==> config.mk <==
export PLATFORM = sky130hd
export DESIGN_NAME = mem_wb_pipe
export DESIGN_NICKNAME = d
export VERILOG_FILES = /design/src/rtl/cpu_types_pkg.sv /design/src/rtl/sat_counter.sv /design/src/rtl/mem_wb_pipe.sv
export SDC_FILE = /design/constraint.sdc
export NUM_CORES = 1
export LEC_CHECK = 0
export CAP_MARGIN = 20
export CELL_PAD_IN_SITES_DETAIL_PLACEMENT = 1
export CELL_PAD_IN_SITES_GLOBAL_PLACEMENT = 1
export CORE_ASPECT_RATIO = 1.2
export CORE_UTILIZATION = 38
export DETAILED_ROUTE_END_ITERATION = 16
export PLACE_DENSITY = 0.84
export SETUP_SLACK_MARGIN = 0.02
export SLEW_MARGIN = 10
export SYNTH_ARGS = -nofsm -noshare
export SYNTH_HDL_FRONTEND = slang
export SYNTH_SLANG_ARGS = --single-unit
==> constraint.sdc <==
create_clock -name CLK -period 2.12 [get_ports CLK]
set_input_delay 0.424 -clock CLK [delete_from_list [all_inputs] [get_ports CLK]]
set_output_delay 0.424 -clock CLK [all_outputs]
set_load 0.01 [all_outputs]
==> src/rtl/cpu_types_pkg.sv <==
// Shared CPU pipeline types: the MEM/WB stage state encoding and the default
// payload width of the MEM/WB beat.
package cpu_types_pkg;

    typedef enum logic [1:0] {
        EMPTY  = 2'd0,
        ONE    = 2'd1,
        TWO    = 2'd2,
        HALTED = 2'd3
    } pipe_state_t;

    localparam int MEM_WB_W = 136;

endpackage

==> src/rtl/sat_counter.sv <==
// Event counter that stops at all-ones instead of wrapping.
module sat_counter #(
    parameter int W = 32
) (
    input  logic         CLK,
    input  logic         nRST,
    input  logic         inc,
    output logic [W-1:0] cnt
);
    always_ff @(posedge CLK or negedge nRST) begin
        if (!nRST) begin
            cnt <= '0;
        end else if (inc && (cnt != {W{1'b1}})) begin
            cnt <= cnt + 1'b1;
        end
    end
endmodule

==> src/rtl/mem_wb_pipe.sv <==
// MEM/WB handshaked stage: main slot plus a one-entry skid slot so in_ready is
// registered. Optional performance counters are enabled by defining PIPE_STAT_EN.
module mem_wb_pipe
    import cpu_types_pkg::*;
#(
    parameter int WIDTH  = MEM_WB_W,
    parameter int STAT_W = 32
) (
    input  logic              CLK,
    input  logic              nRST,
    input  logic              flush,
    input  logic              in_valid,
    output logic              in_ready,
    input  logic [WIDTH-1:0]  in_data,
    input  logic              in_halt,
    output logic              out_valid,
    input  logic              out_ready,
    output logic [WIDTH-1:0]  out_data,
    output logic              out_halt,
    output logic              halted,
    output logic [STAT_W-1:0] stall_cnt,
    output logic [STAT_W-1:0] bubble_cnt
);
    pipe_state_t      state_reg, state_next;
    logic [WIDTH-1:0] main_data_reg, main_data_next;
    logic             main_halt_reg, main_halt_next;
    logic             main_valid_reg, main_valid_next;
    logic [WIDTH-1:0] skid_data_reg, skid_data_next;
    logic             skid_halt_reg, skid_halt_next;
    logic             skid_valid_reg, skid_valid_next;
    logic             in_ready_reg, in_ready_next;
    logic             accept;
    logic             retire;

    assign accept = in_valid & in_ready_reg;
    assign retire = main_valid_reg & out_ready;

    always_comb begin
        state_next      = state_reg;
        main_data_next  = main_data_reg;
        main_halt_next  = main_halt_reg;
        main_valid_next = main_valid_reg;
        skid_data_next  = skid_data_reg;
        skid_halt_next  = skid_halt_reg;
        skid_valid_next = skid_valid_reg;

        if (state_reg != HALTED) begin
            // A retiring halt beat wins over flush and over any same-cycle accept.
            if (retire && main_halt_reg) begin
                state_next      = HALTED;
                main_data_next  = '0;
                main_halt_next  = 1'b0;
                main_valid_next = 1'b0;
                skid_data_next  = '0;
                skid_halt_next  = 1'b0;
                skid_valid_next = 1'b0;
            end else if (flush) begin
                state_next      = EMPTY;
                main_data_next  = '0;
                main_halt_next  = 1'b0;
                main_valid_next = 1'b0;
                skid_data_next  = '0;
                skid_halt_next  = 1'b0;
                skid_valid_next = 1'b0;
            end else begin
                case (state_reg)
                    EMPTY: begin
                        if (accept) begin
                            state_next      = ONE;
                            main_data_next  = in_data;
                            main_halt_next  = in_halt;
                            main_valid_next = 1'b1;
                        end
                    end
                    ONE: begin
                        if (accept && retire) begin
                            main_data_next = in_data;
                            main_halt_next = in_halt;
                        end else if (accept) begin
                            state_next      = TWO;
                            skid_data_next  = in_data;
                            skid_halt_next  = in_halt;
                            skid_valid_next = 1'b1;
                        end else if (retire) begin
                            state_next      = EMPTY;
                            main_data_next  = '0;
                            main_halt_next  = 1'b0;
                            main_valid_next = 1'b0;
                        end
                    end
                    TWO: begin
                        if (retire) begin
                            state_next      = ONE;
                            main_data_next  = skid_data_reg;
                            main_halt_next  = skid_halt_reg;
                            skid_data_next  = '0;
                            skid_halt_next  = 1'b0;
                            skid_valid_next = 1'b0;
                        end
                    end
                    default: ;
                endcase
            end
        end

        in_ready_next = (state_next == EMPTY) || (state_next == ONE);
    end

    always_ff @(posedge CLK or negedge nRST) begin
        if (!nRST) begin
            state_reg      <= EMPTY;
            main_data_reg  <= '0;
            main_halt_reg  <= 1'b0;
            main_valid_reg <= 1'b0;
            skid_data_reg  <= '0;
            skid_halt_reg  <= 1'b0;
            skid_valid_reg <= 1'b0;
            in_ready_reg   <= 1'b1;
        end else begin
            state_reg      <= state_next;
            main_data_reg  <= main_data_next;
            main_halt_reg  <= main_halt_next;
            main_valid_reg <= main_valid_next;
            skid_data_reg  <= skid_data_next;
            skid_halt_reg  <= skid_halt_next;
            skid_valid_reg <= skid_valid_next;
            in_ready_reg   <= in_ready_next;
        end
    end

    assign in_ready  = in_ready_reg;
    assign out_valid = main_valid_reg;
    assign out_data  = main_data_reg;
    assign out_halt  = main_halt_reg;
    assign halted    = (state_reg == HALTED);

`ifdef PIPE_STAT_EN
    logic stall_inc;
    logic bubble_inc;

    assign stall_inc  = main_valid_reg & ~out_ready;
    assign bubble_inc = ~main_valid_reg & (state_reg != HALTED);

    sat_counter #(.W(STAT_W)) u_stall_cnt (
        .CLK  (CLK),
        .nRST (nRST),
        .inc  (stall_inc),
        .cnt  (stall_cnt)
    );

    sat_counter #(.W(STAT_W)) u_bubble_cnt (
        .CLK  (CLK),
        .nRST (nRST),
        .inc  (bubble_inc),
        .cnt  (bubble_cnt)
    );
`else
    assign stall_cnt  = '0;
    assign bubble_cnt = '0;
`endif

endmodule
## After elaboration in Yosys (flattened, before gate mapping)

Index checks and enable logic that the tools add are counted.

- Bits in registers: 278
- Output and inout bits: 204

- Equality and inequality tests: 13
- Mux-type cells: 38
- Bitwise logic cells: 2
- Reduce and logical (&&, ||, !) cells: 11

Operator list:

| cell | count |
|---|---|
| 136-bit 2-to-1 mux | 10 |
| 136-bit case mux with 3 select lines | 1 |
| 136-bit case mux with 2 select lines | 1 |
| 4-bit inequality test (second input constant) | 6 |
| 2-bit 2-to-1 mux | 8 |
| 1-bit 2-to-1 mux | 14 |
| 6-bit AND reduction | 2 |
| 5-bit inequality test (second input constant) | 2 |
| 4-bit nonzero test | 2 |
| 2-bit case mux with 3 select lines | 1 |
| 5-bit AND reduction | 1 |
| 5-bit nonzero test | 1 |
| 2-bit by 1-bit == test with 1-bit output (second input constant) | 2 |
| 2-bit == test (second input constant) | 2 |
| 2-bit zero test | 2 |
| 1-bit case mux with 2 select lines | 2 |
| 1-bit case mux with 3 select lines | 1 |
| 1-bit bitwise AND | 2 |
| 1-bit logical AND | 2 |
| 2-bit inequality test (second input constant) | 1 |
| 1-bit logical OR | 1 |

## Depth between registers and ports, before layout

Gate-level depths: netlist of run 1.

- Depth in word-level cells: 10
- Mapped depth: 8
- Mapped depth without buffers: 6

## Worst setup path after synthesis of run 1

Ideal clock, no wire load.

- Path type: reg-to-reg
- From: register state_reg[0]
- To: register main_data_reg[0] (netlist: out_data[0])
- Library setup time: 78 ps
- Arrival: 1764 ps
- Setup slack: 277 ps
- Cell stages (with the launch flop): 8
- Buffers on the path: 2
- Period minus slack after synthesis: 1843 ps
- Cells stage by stage: dfrtp_1 > inv_1 > ha_1 > and2_1 > clkbuf_1 > clkbuf_1 > a22oi_1 > o2bb2ai_1

- Longest elaborated chain between the ends: 4

RTL lines:

| what | RTL line | text |
|---|---|---|
| start, declared | mem_wb_pipe.sv:24 | `pipe_state_t state_reg, state_next;` |
| start signal, assigned | mem_wb_pipe.sv:120 | `state_reg <= state_next;` |
| 2-bit == test (tied with other cells) | mem_wb_pipe.sv:66 | `case (state_reg)` |
| 136-bit case mux with 3 select lines | mem_wb_pipe.sv:66 |  |
| 136-bit 2-to-1 mux | mem_wb_pipe.sv:57 | `end else if (flush) begin` |
| 136-bit 2-to-1 mux | mem_wb_pipe.sv:49 | `if (retire && main_halt_reg) begin` |
| end signal, assigned | mem_wb_pipe.sv:121 | `main_data_reg <= main_data_next;` |
| end, declared | mem_wb_pipe.sv:25 | `logic [WIDTH-1:0] main_data_reg, main_data_next;` |

Several ways; a longest one is shown, not always the timed one.
A chain may end at the register's enable or synchronous reset.

## Worst setup path in the final report of run 1

- From: register state_reg[0]
- To: output port halted

- Longest elaborated chain between the ends: 1

RTL lines:

| what | RTL line | text |
|---|---|---|
| 2-bit == test | mem_wb_pipe.sv:135 | `assign halted = (state_reg == HALTED);` |
| end, declared | mem_wb_pipe.sv:20 | `output logic halted,` |

No other way between the ends.

==> out/metrics.yaml, run 1 <==
floorplan:
  die_area_um2: 31700
  start_util_pct: 38.6
  core_um2: 30500
  row_count: 70
  die-height_um: 195
  boundaryPins: 346
  fp.dieW_um: 163
synth:
  syn_avg_cell_area_um2: 13.1
  synth_top_area_share_pct: 58.9
  synth_cells: 898
  synth_top_area_cell: "dfrtp_1"
  yosysSeqAreaShare_pct: 59.1
  synth_area_um2: 11800
  synth_top_cells_by_area: "dfrtp_1, a22o_1, o2bb2ai_1, a22oi_1, buf_4"
  yosysUniqueCellTypes: 36
  synth.yosys.warnings: 0
  ys_ff_latch: 278
routing:
  drtPass1Iterations: 5
  first_iter_violations: 440
  drc: 0
  via_per_inst: 5.81
  avgRoutedWirePerCell_um: 23.8
  ant_nets: 0
  routed-via-count: 9468
  wirelength_mm: 38.8
grt:
  grt_pass1_vias: 10300
  track_usage_pct: 24.0
  grt_pass1_wl_mm: 60.2
  antenna_found_initial: 9
  grt_overflow: 0
  grt_max_degree: 59
cts:
  root_buffer: "clkbuf_16"
  cts_buffer_depth: 3
  insertion_delay_ns: 0.54
  cts_made_buffers: 29
  cts_tree: "built"
  clk_pin_slew_ns: 0.06
  cts-htree-levels: 1
  cts_num_sinks: 278
outcome:
  status: "complete, no violations"
sta:
  min_period_over_period_pct: 97.6
  rsz0062_at_grt: "no"
  period_needed_ns: 2.07
  max_freq_mhz: 483
  setup_ws_ns: 0.0502
  tns_ns: 0
  clock_skew_ns: 0.0216
  hold_violations: 0
  setup_viol: 0
  fin_hold_ws_ns: 0.420
  slew_violations: 0
worst_setup_path:
  cp-start-kind: "flip-flop"
  cp_data_required_time_ns: 1.70
  cp.arrival_ns: 1.65
  crit_chain: "buf_4, ha_4, dlygate4sd2_1"
  max_stage_delay_ns: 0.44
  critPathBufInv: 2
  crit_family: "buffers and inverters"
  slowest_stage: "dfrtp_2"
  path_class: "reg -> out"
  cp_max_fo: 10
  cp-end-kind: "primary output"
power:
  leakage_nw: 7.26
  powerDensity_nw_per_um2: 1600
  peakVddDrop_mv: 0.830
final_layout:
  multiInputGateArea_um2: 4080
  ff_latch_area_um2: 6960
  utilization_pct: 53.7
  nets: 1353
  drive_gt1_share_pct: 12.6
  n_fill_cell: 3062
  areaGrowthSynthToFinish_pct: 39.2
place:
  dp_hpwl_mm: 25.5
  post-place-ws_ns: -0.167
  io_buffers: 281
  gp_congestion: 0.848
worst_hold_path:
  hold_path_class: "in -> async"
flow_run:
  maxCapViolations: 0
-- logic make-up after synthesis --
kind of cell    count (synthesis)  share of synthesized area, %
compound gates                435                          30.6
flops                         278                          59.1
buf+inv                       162                          9.04
simple gates                   18                         0.776
fa+ha+maj                       4                         0.425
other cells                     1                        0.0319
-- synthesized netlist by cell type (all sizes together) --
master / number
a21oi: 9
a21o: 1
nor3: 3
a221o: 1
clkbuf: 23
buf: 134
o31a: 1
o31ai: 4
o2bb2ai: 137
a22oi: 137
nand4: 2
a221oi: 2
o21ai: 2
nor3b: 1
nand3: 1
nor2: 5
dfstp: 1
dfrtp: 277
and2: 1
conb: 1
or2: 1
o22ai: 1
nand4b: 1
o211a: 1
nand2: 3
a31o: 2
ha: 4
a22o: 137
inv: 5
-- worst paths after layout --
check | slack [ns] | end | depth (start not counted) | from
max in group asynchronous | 0.98 | in_ready$_DFF_PN1_ | 3 | nRST
hold / removal | 0.42 | out_data[52]$_DFFE_PN0P_ | 2 | nRST
setup reg to reg | 0.10 | out_data[53]$_DFFE_PN0P_ | 9 | state_reg[0]$_DFF_PN0_
min in group CLK | 0.49 | out_data[53]$_DFFE_PN0P_ | 1 | out_data[53]$_DFFE_PN0P_
hold reg to reg | 0.49 | out_data[53]$_DFFE_PN0P_ | 1 | out_data[53]$_DFFE_PN0P_
setup / recovery | 0.05 | halted | 3 | state_reg[0]$_DFF_PN0_
-- report_power, final --
group | switching [mW] | total, mW | internal, mW
sequential | 1.51 | 9.06 | 7.55
clock | 2.11 | 4.99 | 2.88
combinational | 6.17 | 12.1 | 5.98
-- per-stage QoR --
stage / instances / total power, mW / instance area (um^2)
floorplan: 961 / 14.6 / 12000
CTS: 1613 / 26.1 / 16200
global placement: 1562 / 20.3 / 15300
finish: 1630 / 26.2 / 16400
global route: 1629 / 27.5 / 16400
detailed placement: 1562 / 20.8 / 15300
-- layout make-up --
| type | instances | share of cell area, % |
|---|---|---|
| multi-input combinational | 521 | 24.9 |
| clock buffer | 41 | 4.95 |
| tap | 396 | 3.03 |
| timing repair buffer | 372 | 23.7 |
| inverter | 5 | 0.138 |
| sequential | 278 | 42.5 |
| clock inverter | 8 | 0.588 |
| antenna | 9 | 0.138 |
-- cell usage in the layout (no fill, tap or decap), types with 3 or more instances in the layout --
cell type	count
clkdlybuf4s50_1	278
dfrtp_1	274
a22oi_1	137
a22o_1	137
o2bb2ai_1	133
conb_1	64
buf_4	58
clkbuf_16	30
buf_12	29
diode_2	9
clkbuf_1	8
a21oi_1	7
nor2_1	5
inv_1	4
o2bb2ai_2	4
clkinv_2	4
clkbuf_8	4
nand2_1	3
o31ai_1	3
nor3_1	3
dfrtp_2	3
-- per-layer routing --
| layer | vias to the layer above | track usage [%] | wire (um) |
|---|---|---|---|
| li1 | 4036 | - | - |
| met1 | 4956 | 29.5 | 14900 |
| met2 | 365 | 40.6 | 20000 |
| met3 | 111 | 3.31 | 1840 |
| met4 | 0 | 13.3 | 2010 |
| met5 | - | 0 | 0 |
-- what timing repair did --
action / 4_1_cts / 5_1_grt
hold buffers: 1 / 0
hold endpoints to repair: 48 / 0
gates resized for setup: 11 / 8
pin swaps: 0 / 3
cloned: 0 / 1
setup buffers: 1 / 7
endpoints found under the setup margin: 115 / 97
No activity file was read; power rests on OpenSTA's default activity.
==> run 2: changes to the inputs <==
ABC_CLOCK_PERIOD_IN_PS = 2120   (was unset)
==> results of run 2 <==
The final DEF is identical to that of run 1; final timing and power are the same.
==> run 3: changes to the inputs <==
ABC_CLOCK_PERIOD_IN_PS = 2000   (was 2120)
HOLD_SLACK_MARGIN = 0.03   (was unset)
clock period = 2 ns   (was 2.12 ns; I/O delays follow)
==> run 3 against run 2 <==
The flow now finishes with violations (setup timing); total power rose by 24%; cell count rose by 2.2%; wire length rose by 20%.
==> out/metrics.yaml, run 3 (synthesis gave the netlist of run 1 again) <==
grt:
  antenna_found_initial: 5  # -4
  use_met1_pct: 30.0  # +0.47 points
  top_usage_layer: "met2"
  track_usage_pct: 24.3  # +0.26 points
  grt_max_degree: 68  # +15%
  met3_usage_pct: 3.37  # +0.064 points
  grt_pass1_wl_mm: 60.6  # +0.69%
  grt_pass1_vias: 10400  # +1.0%
  grt_overflow: 0  # unchanged
  met2_usage_pct: 40.5  # -0.095 points
worst_setup_path:
  path_class: "reg -> reg"
  cp_data_required_time_ns: 2.45  # +0.75 ns
  reg2reg_slack_ns: -0.11  # -0.21 ns
  cp-end-kind: "flip-flop"
  ff2ff_path_depth: 9  # unchanged
  r2r-end: "out_data[59]$_DFFE_PN0P_"
  cp-start-kind: "flip-flop"
  r2r-start: "state_reg[0]$_DFF_PN0_"
  cp_max_fo: 11  # +1
  cp.arrival_ns: 2.56  # +0.91 ns
sta:
  clock_skew_ns: 0.0116  # -0.0101 ns
  setup_ws_ns: -0.110  # -0.160 ns
  slew_violations: 0  # unchanged
  period_needed_ns: 2.11
  min_period_over_period_pct: 105
  rsz0062_at_grt: "yes"
  hold_violations: 0  # unchanged
  max_freq_mhz: 474
  setup_viol: 107  # +107
  fin_hold_ws_ns: 0.384  # -0.0361 ns
cts:
  cts_buffer_depth: 3  # unchanged
  insertion_delay_ns: 0.55  # about the same
  cts-htree-levels: 1  # unchanged
  root_buffer: "clkbuf_16"
  cts_tree: "built"
  clk_pin_slew_ns: 0.06  # about the same
  cts_num_sinks: 278  # unchanged
  cts_made_buffers: 28  # -3.4%
power:
  powerDensity_nw_per_um2: 1810  # +13%
  leakage_nw: 7.93  # +9.3%
  peakVddDrop_mv: 0.861  # +3.8%
floorplan:
  row_count: 70  # unchanged
  die-height_um: 195  # unchanged
  boundaryPins: 346  # unchanged
  die_area_um2: 31700  # unchanged
  fp.dieW_um: 163  # unchanged
  core_um2: 30500  # unchanged
  start_util_pct: 38.6  # unchanged
outcome:
  status: "complete, but fails checks"
  violations: "setup timing"
final_layout:
  fin_area_um2: 18000  # +9.6%
  nets: 1391  # +2.8%
  ff_latch_area_um2: 6960  # about the same
  areaGrowthSynthToFinish_pct: 52.6
  utilization_pct: 58.9  # +5.2 points
  multiInputGateArea_um2: 4880  # +20%
  drive_gt1_share_pct: 24.1  # +12 points
  layout.cells.most_common_list: "clkdlybuf4s50_1, dfrtp_1, a22o_1"
  n_fill_cell: 2891  # -5.6%
routing:
  avgRoutedWirePerCell_um: 27.8  # +17%
  via_per_inst: 5.92  # +1.9%
  first_iter_violations: 686  # +56%
  ant_nets: 0  # unchanged
  drc: 0  # unchanged
  wirelength_mm: 46.4  # +20%
  drtPass1Iterations: 5  # unchanged
  routed-via-count: 9862  # +4.2%
place:
  dp_hpwl_mm: 24.4  # -4.0%
  gp_congestion: 0.819  # -3.5%
  dpl_cell_area_um2: 15300  # -0.16%
  io_buffers: 281  # unchanged
flow_run:
  maxCapViolations: 0  # unchanged
worst_hold_path:
  hold_path_class: "in -> async"
[run 3: cell types whose count changed in the layout (fill, tap and decap cells not counted), sizes merged]
cell           before  now
buf                90  114
clkdlybuf4s50     278  275
inv                 4    5
clkinv              5    8
bufinv              2    3
dlymetal6s2s        0    2
clkbuf             42   54
diode               9    5
[run 3: power breakdown]
| group | internal [mW] | switching (mW) | total [mW] |
|---|---|---|---|
| clock network | 3.24 | 2.36 | 5.60 |
| logic | 8.54 | 8.40 | 16.9 |
| registers | 8.00 | 1.96 | 9.96 |
| total | 19.8 | 12.7 | 32.5 |
[run 3: worst max-delay path, cell delays in order (launching register included)]
cell and delay [ns]:
dfrtp_1 0.41, buf_6 0.13, ha_4 0.17, or2_4 0.24, a21oi_4 0.14, nand4b_1 0.16
buf_4 0.20, buf_2 0.18, buf_6 0.18, o2bb2ai_2 0.19
[run 3: metal layers]
layer | share of wire [%] | routed length (um)
met5 | 0 | 0
met4 | 6.0 | 2770
met3 | 4.7 | 2200
met2 | 52 | 24000
met1 | 38 | 17400
[run 3: what timing repair did]
action                     4_1_cts  5_1_grt
setup endpoints to repair      265      266
buffers inserted                16       10
resized for setup               70      111
hold buffers                     1        0
hold endpoints to repair        45        0
pin swaps                        7       33
cloned                           3       23
[run 3: through the flow]
stage | worst slack, ns | std cells | setup TNS [ns] | power [mW]
finish | -0.110 | 1666 | -2.16 | 32.5
global route | -0.164 | 1665 | -14.38 | 33.7
CTS | -0.0710 | 1630 | -2.65 | 29.0
detailed placement | -0.299 | 1562 | -58.72 | 21.9
global placement | -0.180 | 1562 | -33.69 | 21.5
floorplan | 0.157 | 961 | 0 | 15.5
[run 3: cell type report]
cell class                 count  share of cell area (%)
antenna                        5                  0.0697
tap                          396                    2.76
multi-input combinational    521                    27.2
clock inverter                13                   0.808
sequential                   278                    38.8
timing repair buffer         411                    25.8
clock buffer                  37                    4.54
inverter                       5                   0.105
[run 3: worst max-delay path by stage]
stage / start / endpoint / slack, ns / cells past startpoint
3_5_place_dp: out_ready / out_data[17]$_DFFE_PN0P_ / -0.30 / 7
4_1_cts: state_reg[0]$_DFF_PN0_ / halted / -0.07 / 3
6_report: state_reg[0]$_DFF_PN0_ / out_data[59]$_DFFE_PN0P_ / -0.11 / 9
3_3_place_gp: out_ready / out_data[15]$_DFFE_PN0P_ / -0.18 / 7
2_1_floorplan: state_reg[0]$_DFF_PN0_ / out_data[0]$_DFFE_PN0P_ / 0.16 / 7
5_1_grt: state_reg[1]$_DFF_PN0_ / out_data[111]$_DFFE_PN0P_ / -0.16 / 8
